--- src/rtl/pipe_hazard_ctrl.sv ---
// pipe_hazard_ctrl: stall/flush sequencer for the 5-stage pipeline.
// Ports: clk, reset (async, high); hazard inputs id_*/ex_*/mem_*;
//   dmem_ready/dmem_req handshake; per-stage en/flush outputs;
//   mem_timeout sticky flag; stall_count saturating counter.
module pipe_hazard_ctrl #(
   parameter int MEM_TIMEOUT = 255,
   parameter int CNT_W       = 16
) (
   input  logic             clk,
   input  logic             reset,
   input  logic [4:0]       id_rs,
   input  logic [4:0]       id_rt,
   input  logic             id_uses_rt,
   input  logic             id_branch_taken,
   input  logic             ex_MemRead,
   input  logic [4:0]       ex_WriteReg,
   input  logic             mem_MemRead,
   input  logic             mem_MemWrite,
   input  logic             dmem_ready,
   output logic             dmem_req,
   output logic             pc_en,
   output logic             ifid_en,
   output logic             ifid_flush,
   output logic             idex_en,
   output logic             idex_flush,
   output logic             exmem_en,
   output logic             exmem_flush,
   output logic             memwb_en,
   output logic             memwb_flush,
   output logic             mem_timeout,
   output logic [CNT_W-1:0] stall_count
);

   typedef enum logic [1:0] {
      RUN      = 2'd0,
      MEM_WAIT = 2'd1,
      ERROR    = 2'd2
   } state_t;

   localparam logic [15:0] WAIT_LAST = 16'(MEM_TIMEOUT - 1);

   state_t      state, nxt;
   logic [15:0] wait_cnt;
   logic        mem_acc, mem_stall, load_use;

   assign mem_acc   = mem_MemRead | mem_MemWrite;
   assign mem_stall = mem_acc & ~dmem_ready;
   assign load_use  = ex_MemRead & (ex_WriteReg != 5'd0) &
                      ((ex_WriteReg == id_rs) |
                       (id_uses_rt & (ex_WriteReg == id_rt)));

   always_ff @(posedge clk or posedge reset) begin
      if (reset) begin
         state <= RUN;
      end else begin
         state <= nxt;
      end
   end

   // Counts consecutive MEM_WAIT cycles; zero on every other path.
   always_ff @(posedge clk or posedge reset) begin
      if (reset) begin
         wait_cnt <= '0;
      end else if (state == MEM_WAIT && nxt == MEM_WAIT) begin
         wait_cnt <= wait_cnt + 16'd1;
      end else begin
         wait_cnt <= '0;
      end
   end

   always_ff @(posedge clk or posedge reset) begin
      if (reset) begin
         stall_count <= '0;
      end else if (!pc_en && stall_count != {CNT_W{1'b1}}) begin
         stall_count <= stall_count + 1'b1;
      end
   end

   always_comb begin
      nxt         = state;
      dmem_req    = mem_acc;
      pc_en       = 1'b1;
      ifid_en     = 1'b1;
      ifid_flush  = 1'b0;
      idex_en     = 1'b1;
      idex_flush  = 1'b0;
      exmem_en    = 1'b1;
      exmem_flush = 1'b0;
      memwb_en    = 1'b1;
      memwb_flush = 1'b0;
      mem_timeout = 1'b0;
      case (state)
         RUN, MEM_WAIT: begin
            if (mem_stall) begin
               // Front of pipe frozen; WB receives a bubble.
               pc_en       = 1'b0;
               ifid_en     = 1'b0;
               idex_en     = 1'b0;
               exmem_en    = 1'b0;
               memwb_flush = 1'b1;
               if (state == RUN) begin
                  nxt = MEM_WAIT;
               end else if (wait_cnt == WAIT_LAST) begin
                  nxt = ERROR;
               end
            end else if (state == MEM_WAIT) begin
               nxt = RUN;
            end else if (load_use) begin
               // ID held, bubble into EX; a branch in ID retries next cycle.
               pc_en      = 1'b0;
               ifid_en    = 1'b0;
               idex_flush = 1'b1;
            end else if (id_branch_taken) begin
               ifid_flush = 1'b1;
            end
         end
         ERROR: begin
            dmem_req    = 1'b0;
            pc_en       = 1'b0;
            ifid_en     = 1'b0;
            idex_en     = 1'b0;
            exmem_en    = 1'b0;
            memwb_en    = 1'b0;
            mem_timeout = 1'b1;
         end
         default: nxt = RUN;
      endcase
   end

endmodule

--- config.mk ---
export PLATFORM = sky130hd
export DESIGN_NAME = pipe_hazard_ctrl
export DESIGN_NICKNAME = d
export VERILOG_FILES = /design/src/rtl/pipe_hazard_ctrl.sv
export SDC_FILE = /design/constraint.sdc
export NUM_CORES = 1
export LEC_CHECK = 0
export ABC_CLOCK_PERIOD_IN_PS = 5100
export BUFFER_PORTS_ARGS = -buffer_cell sky130_fd_sc_hd__buf_2
export CAP_MARGIN = 20
export CORE_AREA = 2 2 70 56
export CTS_BUF_LIST = sky130_fd_sc_hd__clkbuf_16
export DETAILED_ROUTE_END_ITERATION = 7
export DIE_AREA = 0 0 72 58
export PLACE_DENSITY = 0.81
export SLEW_MARGIN = 5
export SYNTH_ARGS = -nofsm -noshare
export SYNTH_HDL_FRONTEND = slang
export SYNTH_SLANG_ARGS = --single-unit
--- constraint.sdc ---
create_clock -name clk -period 5.1 [get_ports clk]
set_input_delay 0.765 -clock clk [delete_from_list [all_inputs] [get_ports clk]]
set_output_delay 0.765 -clock clk [all_outputs]
set_load 0.01 [all_outputs]
==> metrics.txt <==
Rows 19; DRC 0; layout cells sized above 1 25.4%; final hold vios 0; Syn Area/Cell 9.74 µm²; GP Congestion 0.786; max-slew violations 0; CTS tree built; first-pass iteration count of the detailed router 4; final setup fails 0; Synth top area share 46.0%; dpl hpwl 2790 µm; largest net degree at the start of global routing 35; Final ANT Viol Nets 0; Starting Density 53.0%; post-CTS setup buffers 0; critical path's top delay family simple AND/OR/NAND/NOR gates; DR vias 1,512; Worst VDD drop around 0.28 mV; Iter 0 DRT Violations 64; count of cell types in the netlist 31; worst path required time about 4.3 ns; prevailing post-synth register cell dfrtp_1; CP startpoint kind input pin; Synth Cell Area about 1900 µm²; clock skew around 0.0085 ns; Synth async-reset ratio 100%; leading post-synthesis cells by cell area dfrtp_1, xnor2_1, xor2_1; root buffer cell clkbuf_16; slew margin rel. 65.1%; dominant cell type by area after synthesis dfrtp_1; Die Area 4180 µm²; run status finished, final reports clean; Static Leak 1.10 nW; Layout Utilization 64.8%; most used cell along the critical path buf_2; Seq/Total Area, Yosys between 40% and 50%; max_cap viols 0; core area between 3000 and 4000 µm²; critical path cell sequence buf_2 -> nor2_1 -> nor3_1 -> or4_1 -> nand2_1 -> buf_2; IO Port Bufs 48; final global-route overflow total 0; setup TNS 0 ns; Clock Path Buffers 2; critical path class input pin to output pin; fin nets 265; Hold Crit Class flip-flop to flip-flop; CTS Sinks 34; Ys Warns 0; Buf/Inv on CP 2; Worst-Skew Late Latency between 0.2 and 0.3 ns; P&R area growth vs syn 22.4%; htree depth 2; FF-to-FF path depth 5; vias in the first global route approximately 1,400; Syn Inst Count 190; clk slew on worst S/H paths 0.06 ns; unrepaired setup endpoints after global routing no; fin crit share 60.6%; min Tclk post-route about 3.1 ns; Max Clock Freq 323 MHz; Worst EP arrival 2.33 ns; Worst Tran Pin Value 0.523 ns; Critical Path Slowest Stage Cell or4_1; Avg WL per Cell 13.5 µm; Ports 50; total CTS buffers 5; syn nets 216; cells resized by post-CTS repair 0; vias per inst 5.36; CP Depth 6; # diodes 0; Hold Crit Depth 1; fill cell count 300; power per cell area 343 nW/µm²; EDFF count, synth 0; critical path's largest stage delay about 0.8 ns; total track usage 20.5%; CP Capture Type output pin; flops & latches, synth 34; cts hold-fix bufs 0; Die Ht 58 µm; die width 72 µm; antenna violations before repair 0; Routed WL about 3800 µm; first-pass GRT wire length 6420 µm; CP max FO 17
[cell usage after synthesis (2+ instances only)]
cell and n:
a31oi_1 2, and2_1 2, and3_1 13, and4_1 3
buf_2 2, buf_4 3, buf_6 2, dfrtp_1 34
ha_1 3, inv_1 3, mux2_1 2, nand2_1 12
nand2b_1 2, nand3_1 17, nand4_1 7, nor2_1 25
nor2b_1 2, nor3_1 5, o21ai_2 2, or4_1 3
xnor2_1 23, xor2_1 14
[cell type report]
| cell class | count | area, µm² | area share, % |
|---|---|---|---|
| Clock inverter | 3 | 45.0 | 1.99 |
| Multi-Input combinational cell | 145 | 930 | 41.0 |
| Clock buffer | 5 | 125 | 5.52 |
| Tap cell | 42 | 52.6 | 2.32 |
| Sequential cell | 34 | 851 | 37.5 |
| Inverter | 4 | 15.0 | 0.663 |
| Timing Repair Buffer | 49 | 248 | 10.9 |
[sequential cells by signal, summed over array words and instances (netlist names)]
name and flops:
stall_count 16, wait_cnt 16, state 2
[where the power goes]
| group | switching, mW | internal, mW |
|---|---|---|
| Clock | 0.112 | 0.230 |
| Sequential | 0.0270 | 0.292 |
| Combinational | 0.0621 | 0.0547 |
[through the flow]
stage / worst slack [ns] / power [mW] / hold slack, ns / std cells / area [µm²]
after floorplan: 2.23 / 0.393 / 0.466 / 190 / 1850
after global placement: 2.07 / 0.434 / 0.474 / 274 / 2100
after detailed placement: 2.00 / 0.441 / 0.488 / 274 / 2100
after CTS: 2.00 / 0.786 / 0.495 / 282 / 2270
after global routing: 1.87 / 0.816 / 0.529 / 282 / 2270
final: 2.01 / 0.777 / 0.498 / 282 / 2270
[worst register-to-register path, cell delays in order (launching register included)]
cell	delay, ns
dfrtp_1	0.44
nand2b_1	0.18
inv_2	0.06
or4_1	0.80
nand2_1	0.24
mux2_1	0.34
[logic make-up (layout without fill, tap and decap cells)]
logic type                 Yosys count  count (layout)  share of synthesized area (%)
AOI/OAI and AO/OA                    7               7                           2.77
xor gates and xnor gates            37              37                           17.5
other                                1               1                          0.203
and+or+nand+nor                     95              95                           26.5
adders and majority gates            3               3                           2.03
DFF                                 34              34                           46.0
buffers and inverters               11              61                           3.79
muxes                                2               2                           1.22
[path summary, 6_finish.rpt]
kind,startpoint,end,slack (ns)
max,mem_MemWrite,pc_en,2.01
min,stall_count[8],stall_count[8],0.50
max reg2reg,state[0],stall_count[1],2.91
min reg2reg,stall_count[8],stall_count[8],0.50
max in group asynchronous,reset,stall_count[4],4.23
min in group asynchronous,reset,wait_cnt[13],0.57
[layer usage]
layer | global-route usage (%) | share of wire, %
met5 | 0 | 0
met1 | 25.6 | 45
met2 | 32.4 | 46
met3 | 7.30 | 7.6
met4 | 8.89 | 1.4
[layout by cell type, fill, tap and decap left out, types with 2 or more instances in the layout]
cell	Yosys	final
dfrtp_1	34	34
ha_1	3	3
mux2_1	2	2
and2_1	2	2
nand4_1	7	7
buf_2	2	48
nor3_1	5	5
nand2_1	12	12
xnor2_1	23	23
clkinvlp_4	0	2
clkbuf_16	0	5
and4_1	3	3
nor2_1	25	25
nand2b_1	2	2
or4_1	3	3
and3_1	13	13
nand3_1	17	17
xor2_1	14	14
nor2b_1	2	2
inv_1	3	3
o21ai_2	2	2
a31oi_1	2	2
(Power assumes the default switching activity.)
